File: src/rtl/relm_i2c_target.sv
// relm_i2c_target: 7-bit-address I2C target with a one-byte transmit holding
// register on a ReLM push port and a one-byte receive holding register on a pop port.
module relm_i2c_target #(
    parameter int         WD    = 32,
    parameter logic [6:0] ADDR  = 7'h2A,
    parameter int         NSYNC = 2
) (
    input  logic          clk,
    input  logic          rst_n_in,
    input  logic          scl_in,
    input  logic          sda_in,
    output logic          sda_oe_out,
    input  logic [WD:0]   push_d_in,
    output logic          push_retry_out,
    input  logic [WD:0]   pop_d_in,
    output logic [WD:0]   pop_q_out
);
    localparam int ZW = WD - 14;

    typedef enum logic [3:0] {
        S_IDLE      = 4'd0,
        S_ADDR      = 4'd1,
        S_ADDR_HOLD = 4'd2,
        S_ADDR_ACK  = 4'd3,
        S_WR_DATA   = 4'd4,
        S_WR_HOLD   = 4'd5,
        S_WR_ACK    = 4'd6,
        S_RD_DATA   = 4'd7,
        S_RD_ACK    = 4'd8,
        S_RD_HOLD   = 4'd9
    } state_t;

    logic [NSYNC-1:0] scl_sync_r, sda_sync_r;
    logic             scl_d_r, sda_d_r;
    logic             scl_s, sda_s;
    logic             scl_rise_s, scl_fall_s, start_s, stop_s;

    state_t           state_r, state_nxt_s;
    logic [2:0]       bit_cnt_r;
    logic [7:0]       shift_r, tx_sh_r, tx_hold_r, rx_byte_r;
    logic             rw_r, ack_r, sda_oe_r;
    logic             tx_full_r, rx_valid_r;
    logic             start_seen_r, stop_seen_r, rd_underrun_r, rx_overrun_r;
    logic [WD:0]      pop_q_r;

    logic             shift_en_s, cnt_en_s, addr_done_s, byte_done_s, tx_consume_s, oe_nxt_s;
    logic             addr_match_s, push_stb_s, pop_stb_s, push_acc_s;
    logic [7:0]       tx_byte_s;
    logic             unused_bits_s;

    assign scl_s        = scl_sync_r[NSYNC-1];
    assign sda_s        = sda_sync_r[NSYNC-1];
    assign scl_rise_s   = scl_s & ~scl_d_r;
    assign scl_fall_s   = ~scl_s & scl_d_r;
    assign start_s      = scl_s & scl_d_r & sda_d_r & ~sda_s;
    assign stop_s       = scl_s & scl_d_r & ~sda_d_r & sda_s;
    assign addr_match_s = (shift_r[6:0] == ADDR);
    assign tx_byte_s    = tx_full_r ? tx_hold_r : 8'hFF;
    assign push_stb_s   = push_d_in[WD];
    assign pop_stb_s    = pop_d_in[WD];
    // A push is taken when empty, or when full but the shifter consumes in the same cycle.
    assign push_acc_s   = push_stb_s & (~tx_full_r | tx_consume_s);
    assign unused_bits_s = ^{push_d_in[WD-1:8], pop_d_in[WD-1:0]};

    assign sda_oe_out     = sda_oe_r;
    assign push_retry_out = tx_full_r;
    assign pop_q_out      = pop_q_r;

    // Pad synchronizers plus one edge-detect stage; idle-high reset avoids false edges.
    always_ff @(posedge clk) begin
        if (!rst_n_in) begin
            scl_sync_r <= {NSYNC{1'b1}};
            sda_sync_r <= {NSYNC{1'b1}};
            scl_d_r    <= 1'b1;
            sda_d_r    <= 1'b1;
        end else begin
            scl_sync_r <= {scl_sync_r[NSYNC-2:0], scl_in};
            sda_sync_r <= {sda_sync_r[NSYNC-2:0], sda_in};
            scl_d_r    <= scl_s;
            sda_d_r    <= sda_s;
        end
    end

    // Protocol state register.
    always_ff @(posedge clk) begin
        if (!rst_n_in) begin
            state_r <= S_IDLE;
        end else begin
            state_r <= state_nxt_s;
        end
    end

    // Next-state logic; START/STOP override every state.
    always_comb begin
        state_nxt_s = state_r;
        if (start_s) begin
            state_nxt_s = S_ADDR;
        end else if (stop_s) begin
            state_nxt_s = S_IDLE;
        end else begin
            case (state_r)
                S_IDLE:      state_nxt_s = S_IDLE;
                S_ADDR:      state_nxt_s = (scl_rise_s && bit_cnt_r == 3'd7) ?
                                           (addr_match_s ? S_ADDR_HOLD : S_IDLE) : S_ADDR;
                S_ADDR_HOLD: state_nxt_s = scl_fall_s ? S_ADDR_ACK : S_ADDR_HOLD;
                S_ADDR_ACK:  state_nxt_s = scl_fall_s ? (rw_r ? S_RD_DATA : S_WR_DATA) : S_ADDR_ACK;
                S_WR_DATA:   state_nxt_s = (scl_rise_s && bit_cnt_r == 3'd7) ? S_WR_HOLD : S_WR_DATA;
                S_WR_HOLD:   state_nxt_s = scl_fall_s ? S_WR_ACK : S_WR_HOLD;
                S_WR_ACK:    state_nxt_s = scl_fall_s ? S_WR_DATA : S_WR_ACK;
                S_RD_DATA:   state_nxt_s = (scl_fall_s && bit_cnt_r == 3'd7) ? S_RD_ACK : S_RD_DATA;
                S_RD_ACK:    state_nxt_s = scl_rise_s ? (sda_s ? S_IDLE : S_RD_HOLD) : S_RD_ACK;
                S_RD_HOLD:   state_nxt_s = scl_fall_s ? S_RD_DATA : S_RD_HOLD;
                default:     state_nxt_s = S_IDLE;
            endcase
        end
    end

    // FSM outputs: datapath strobes and the next SDA pull-down, changed only on scl_fall.
    always_comb begin
        shift_en_s   = scl_rise_s && (state_r == S_ADDR || state_r == S_WR_DATA);
        cnt_en_s     = shift_en_s || (scl_fall_s && state_r == S_RD_DATA);
        addr_done_s  = scl_rise_s && (state_r == S_ADDR) && (bit_cnt_r == 3'd7);
        byte_done_s  = scl_rise_s && (state_r == S_WR_DATA) && (bit_cnt_r == 3'd7);
        tx_consume_s = scl_fall_s && ((state_r == S_ADDR_ACK && rw_r) || state_r == S_RD_HOLD);
        oe_nxt_s     = sda_oe_r;
        if (start_s || stop_s) begin
            oe_nxt_s = 1'b0;
        end else if (scl_fall_s) begin
            case (state_r)
                S_ADDR_HOLD: oe_nxt_s = 1'b1;
                S_ADDR_ACK:  oe_nxt_s = rw_r & ~tx_byte_s[7];
                S_WR_HOLD:   oe_nxt_s = ack_r;
                S_WR_ACK:    oe_nxt_s = 1'b0;
                S_RD_DATA:   oe_nxt_s = (bit_cnt_r == 3'd7) ? 1'b0 : ~tx_sh_r[6];
                S_RD_HOLD:   oe_nxt_s = ~tx_byte_s[7];
                default:     oe_nxt_s = 1'b0;
            endcase
        end else begin
            oe_nxt_s = (state_r == S_IDLE) ? 1'b0 : sda_oe_r;
        end
    end

    // Shifters, bit counter, holding registers, sticky flags and the registered pop view.
    always_ff @(posedge clk) begin
        if (!rst_n_in) begin
            bit_cnt_r     <= 3'd0;
            shift_r       <= 8'h00;
            tx_sh_r       <= 8'h00;
            tx_hold_r     <= 8'h00;
            rx_byte_r     <= 8'h00;
            rw_r          <= 1'b0;
            ack_r         <= 1'b0;
            sda_oe_r      <= 1'b0;
            tx_full_r     <= 1'b0;
            rx_valid_r    <= 1'b0;
            start_seen_r  <= 1'b0;
            stop_seen_r   <= 1'b0;
            rd_underrun_r <= 1'b0;
            rx_overrun_r  <= 1'b0;
            pop_q_r       <= {(WD+1){1'b0}};
        end else begin
            sda_oe_r <= oe_nxt_s;
            if (start_s) begin
                bit_cnt_r <= 3'd0;
            end else if (cnt_en_s) begin
                bit_cnt_r <= bit_cnt_r + 3'd1;
            end
            if (shift_en_s) begin
                shift_r <= {shift_r[6:0], sda_s};
            end
            if (addr_done_s) begin
                rw_r <= sda_s;
            end
            if (byte_done_s) begin
                ack_r <= ~rx_valid_r;
            end
            if (tx_consume_s) begin
                tx_sh_r <= tx_byte_s;
            end else if (scl_fall_s && state_r == S_RD_DATA) begin
                tx_sh_r <= {tx_sh_r[6:0], 1'b0};
            end
            if (push_acc_s) begin
                tx_hold_r <= push_d_in[7:0];
                tx_full_r <= 1'b1;
            end else if (tx_consume_s) begin
                tx_full_r <= 1'b0;
            end
            // A byte landing with a pop in the same cycle wins over the clear.
            if (byte_done_s && !rx_valid_r) begin
                rx_byte_r  <= {shift_r[6:0], sda_s};
                rx_valid_r <= 1'b1;
            end else if (pop_stb_s) begin
                rx_valid_r <= 1'b0;
            end
            start_seen_r  <= start_s | (start_seen_r & ~pop_stb_s);
            stop_seen_r   <= stop_s | (stop_seen_r & ~pop_stb_s);
            rd_underrun_r <= (tx_consume_s & ~tx_full_r) | (rd_underrun_r & ~pop_stb_s);
            rx_overrun_r  <= (byte_done_s & rx_valid_r) | (rx_overrun_r & ~pop_stb_s);
            pop_q_r <= {1'b0, rx_valid_r, tx_full_r, stop_seen_r, start_seen_r,
                        rd_underrun_r, rx_overrun_r, {ZW{1'b0}}, rx_byte_r};
        end
    end
endmodule

File: config.mk
export PLATFORM = sky130hd
export DESIGN_NAME = relm_i2c_target
export DESIGN_NICKNAME = d
export VERILOG_FILES = /design/src/rtl/relm_i2c_target.sv
export SDC_FILE = /design/constraint.sdc
export NUM_CORES = 1
export LEC_CHECK = 0
export CAP_MARGIN = 0
export CORE_MARGIN = 2
export CORE_UTILIZATION = 40
export DETAILED_ROUTE_END_ITERATION = 8
export DONT_BUFFER_PORTS = 1
export PLACE_DENSITY = 0.56
export SLEW_MARGIN = 5
export SYNTH_ARGS = -nofsm -noshare
export SYNTH_HDL_FRONTEND = slang
export SYNTH_SLANG_ARGS = --single-unit
File: constraint.sdc
create_clock -name clk -period 3.5 [get_ports clk]
set_input_delay 0.525 -clock clk [delete_from_list [all_inputs] [get_ports clk]]
set_output_delay 0.525 -clock clk [all_outputs]
set_load 0.01 [all_outputs]
* After elaboration in Yosys (flattened, before gate mapping)
Cells that the tools add are included.
Word-level totals: register bits 85, bits in latches 0, bits in writable memories 0, ROM bits 0, input bits 70, memories 0
Operators by class: $add $sub $neg 1, $mul 0, div/mod/pow operators 0, magnitude comparators 0, equality and inequality tests 11, shift-type cells 0, mux-type cells 26, bitwise operators 30, reductions and logical operators 24
Operators by type and width (number):
- $pmux 4 s9 | 1
- $eq 4x3->1 const B | 4
- $mux 4 | 4
- $and 1x1->1 | 15
- $mux 7 | 2
- $logic_and 1x1->1 | 11
- $mux 1 | 11
- $mux 2 | 5
- $not 1->1 | 10
- $eq 4x2->1 const B | 2
- $eq 4x4->1 const B | 2
- $mux 8 | 1
- $reduce_bool 2->1 | 4
- $eq 7x6->1 const B | 1
- $or 1x1->1 | 5
- $pmux 1 s5 | 1
- $eq 4x1->1 const B | 1
- $logic_not 4->1 | 1
- $logic_or 1x1->1 | 4
- $reduce_or 2->1 | 2
- $add 3x1->3 const B | 1
- $eq 3x3->1 const B | 1
- $mux 3 | 1
- $reduce_or 3->1 | 1
- $logic_not 1->1 | 1

* Depth between registers and ports, before layout
depth after elaboration 7, gate-level depth with buffers 6, mapped depth without buffers 6

* Least setup slack after synthesis
OpenSTA, ideal clock, no wires.
kind flip-flop to flip-flop, start point register scl_sync_r[1], end point register rx_byte_r[0], setup time 0.128 ns, arrival time 1.521 ns, slack 1.851 ns, stages on the path, launching flop included 7, path through dfxtp_1 > buf_4 > or4b_4 > and4bb_1 > buf_6 > mux2i_1 > nor2_1
Between the ends: word-level cells in the longest chain between the ends 4
RTL lines:
- from (decl) | line 33 | logic [NSYNC-1:0] scl_sync_r, sda_sync_r;
- from (signal assigned) | line 72 | scl_sync_r <= {NSYNC{1'b1}};
- from (signal assigned) | line 77 | scl_sync_r <= {scl_sync_r[NSYNC-2:0], scl_in};
- $and 1x1->1 | line 53 | assign scl_rise_s = scl_s & ~scl_d_r;
- $logic_and 1x1->1 (2 in series) | line 123 | byte_done_s = scl_rise_s && (state_r == S_WR_DATA) && (bit_cnt_r == 3'd7);
- $logic_and 1x1->1 | line 189 | if (byte_done_s && !rx_valid_r) begin
- to (signal assigned) | line 190 | rx_byte_r <= {shift_r[6:0], sda_s};
- to (decl) | line 40 | logic [7:0] shift_r, tx_sh_r, tx_hold_r, rx_byte_r;
No other way between the ends. A chain may end at the register's enable or synchronous reset.

* Worst setup path in the final report
start point register state_r[3], end point register rx_byte_r[0]
Between the ends: word-level cells in the longest chain between the ends 4
RTL lines:
- from (decl) | line 38 | state_t state_r, state_nxt_s;
- from (signal assigned) | line 89 | state_r <= state_nxt_s;
- $eq 4x3->1 | line 123
- $logic_and 1x1->1 (2 in series) | line 123
- $logic_and 1x1->1 | line 189
No other way between the ends.

==> run metrics <==
RSZ-0062 raised after global routing no; Hold Crit Depth 1; yosys warns 0; Die Y 88.73 um; clock sinks 66; post-synthesis async set-or-reset flop share 0%; Power Total 1.442 mW; FF-to-FF Start state_r[3]$_SDFF_PP0_; Max FO, Critical Path 18; routed len/inst 13.52 um; status completed; Cells after Synth 313; Core ar. 0.006869 mm^2; final WL 5.476 mm; R2R depth 4; post-CTS setup buffers 0; TritonCTS Buffers 9; vias per inst 5.022; vias in the first global route 1857; post-synthesis cell area 0.002872 mm^2; diode count 0; post-detailed-route count of antenna-violating nets 0; sequential cell area fraction in the yosys report 46.01%; first-pass GRT wire length 9.149 mm; Worst Hold End sda_sync_r[1]$_SDFF_PN1_; startpoint types flop; Crit-path slowest cell and4bb_1; period utilisation layout 63.89%; fill cell count 692; initial core utilization 41.80%; vias post-DR 2034; clk buf depth 2; share of layout cells above drive strength 1 6.472%; R2R Setup Slk 1.26 ns; Non-Filler Instances 405; #FFs+latches synth 66; Least-Margin Pin Slew 0.9523 ns; FF/Latch Area 0.001321 mm^2; row count 30; IO buf count 0; full die area 0.007872 mm^2; endpoints failing setup 0; Required @ worst endpoint 3.68 ns; Max Slew Vio Count 0; # IOs 105; Worst Hold Class in -> reg; H-tree depth 3; worst endpoint data arrival time 2.42 ns; Final HPWL DP 3.621 mm; initial antenna violation count 0; Rel. slew slack 36.44%; nets 376; delay of the slowest cell on the worst path 0.65 ns; placed insts 389; area of the multi-input gates 0.001344 mm^2; Post-CTS Hold Fix Bufs 0; Area growth syn-to-layout 5.272%; Lkg Pwr 1.195 nW; Final min period 2.236 ns; TNS Setup 0 ns; drt first pass iters 4; Hold Fails Final Rpt 0; post_cts resized 0; MaxCap Viol Count 0; EDFF count, synth 0; Worst VDD drop 0.1589 mV; clock transition at the registers of the reported paths 0.07 ns; final setup skew 0.007811 ns; Power Dens Cells 477.1 mW/mm^2; Die Span X 88.73 um; Hold Crit Start rst_n_in; fmax 0.4472 GHz; top_reg_cell synth dfxtp_1; Clk Latency, worst-skew pair 0.34 ns; CTS tree built; GR Overflow Total 0; initial DRC count 131; Global Route Usage Sum 15.08%; DR DRC count 0; distinct cell type count after synthesis 51; Avg Cell Area, Syn 9.174 um^2; largest net degree at the start of global routing 41; Root Driver clkbuf_8; crit path capture type flop; r2r endpoint rx_byte_r[0]$_SDFFE_PN0P_; CP Class reg -> reg; cells along the critical path or4b_4 > and4bb_1 > mux2i_1 > nor2_1; GP Congestion 0.8710
cells in the mapped netlist (all sizes together), types with 4 or more instances:
master  count  share of area [%]
o21ai       4               0.70
nand2      31                4.1
nor3b       7                1.8
buf        27                6.7
nand2b      8                1.7
clkbuf     12                1.6
and2       12                2.6
nor2       29                3.8
dfxtp      66                 46
a311oi      5                1.5
inv        10                1.3
nor2b       8                1.7
nand3       8                1.4
mux2i      25                8.7
a21oi      10                1.7
nand4       4               0.87
report_power, final:
group	internal, mW	switching (mW)	total (mW)
clock network	0.327	0.295	0.622
logic	0.0167	0.0302	0.0469
registers	0.762	0.0111	0.773
metal layers:
metal	vias to the layer above	track usage, %	wire [um]
li1	1026	-	-
met1	941	21.46	2736
met2	60	21.03	2368
met3	7	5.224	320
met4	0	5.372	50
met5	-	0	0
critical path, delay by kind of cell, from the launching register on:
kind,cells,cell delay (ns)
AND/OR/NAND/NOR,3,1.35
multiplexers,1,0.25
flip-flops,1,0.48
flip-flops by register name, indices dropped and copies added, names as in the netlist:
| signal | count |
|---|---|
| ack_r | 1 |
| bit_cnt_r | 3 |
| pop_q_out | 14 |
| push_retry_out | 1 |
| rd_underrun_r | 1 |
| rw_r | 1 |
| rx_byte_r | 8 |
| rx_overrun_r | 1 |
| rx_valid_r | 1 |
| scl_d_r | 1 |
| scl_sync_r | 2 |
| sda_d_r | 1 |
| sda_oe_out | 1 |
| sda_sync_r | 2 |
| shift_r | 7 |
| start_seen_r | 1 |
| state_r | 4 |
| stop_seen_r | 1 |
| tx_hold_r | 8 |
| tx_sh_r | 7 |
metrics by stage:
step / instance area, um^2 / util (%) / setup slack, ns / hold WS, ns
floorplan: 2939 / - / 1.851 / 0.3863
global placement: 2830 / 41.20 / 1.298 / 0.3893
detailed placement: 2830 / 41.20 / 1.262 / 0.3977
CTS: 3023 / 44.01 / 1.263 / 0.2485
global route: 3023 / 44.01 / 1.129 / 0.2420
finish: 3023 / 44.01 / 1.264 / 0.2658
worst max path at each step:
stage	startpoint	slack (ns)	endpoint
2_1_floorplan	scl_sync_r[1]$_SDFF_PN1_	1.85	rx_byte_r[0]$_SDFFE_PN0P_
3_3_place_gp	state_r[3]$_SDFF_PP0_	1.30	rx_byte_r[1]$_SDFFE_PN0P_
3_5_place_dp	state_r[3]$_SDFF_PP0_	1.26	rx_byte_r[6]$_SDFFE_PN0P_
4_1_cts	state_r[3]$_SDFF_PP0_	1.26	rx_byte_r[0]$_SDFFE_PN0P_
5_1_grt	state_r[3]$_SDFF_PP0_	1.13	rx_byte_r[0]$_SDFFE_PN0P_
6_report	state_r[3]$_SDFF_PP0_	1.26	rx_byte_r[0]$_SDFFE_PN0P_
cells in the final DEF, fill, tap and decap left out, types with 3 or more instances in the layout:
| master | synthesis | routed |
|---|---|---|
| o22ai_1 | 3 | 3 |
| nand4_1 | 4 | 4 |
| conb_1 | 1 | 19 |
| nor3b_1 | 7 | 7 |
| nor2b_1 | 8 | 8 |
| dfxtp_1 | 66 | 66 |
| a21oi_1 | 10 | 10 |
| nand2_1 | 31 | 31 |
| nand4b_1 | 3 | 3 |
| inv_1 | 10 | 10 |
| a31oi_1 | 3 | 3 |
| clkinv_2 | 0 | 3 |
| nor2_1 | 29 | 29 |
| nand2b_1 | 8 | 8 |
| mux2i_1 | 25 | 25 |
| o2111ai_1 | 3 | 3 |
| o21ai_0 | 4 | 4 |
| clkbuf_8 | 0 | 9 |
| xnor2_1 | 3 | 3 |
| nand3_1 | 8 | 8 |
| and2_1 | 12 | 12 |
| a311oi_1 | 5 | 5 |
area by class of cell:
cell class | count | share of cell area (%)
Multi-Input combinational cell | 216 | 44.45
Inverter | 10 | 1.242
Sequential cell | 66 | 43.71
Timing Repair Buffer | 1 | 0.2483
Clock inverter | 7 | 2.276
Tap cell | 96 | 3.974
Clock buffer | 9 | 4.098
kinds of logic after synthesis:
group                    share of synthesized area [%]
multiplexers                                     8.715
XOR/XNOR                                        0.9152
adder cells (fa/ha/maj)                         0.8713
AND/OR/NAND/NOR                                  23.36
AO/OA/AOI/OAI                                    10.46
other                                           0.1306
buffers and inverters                            9.542
flip-flops                                       46.01
Note: power is estimated with default switching activity, not from simulation.
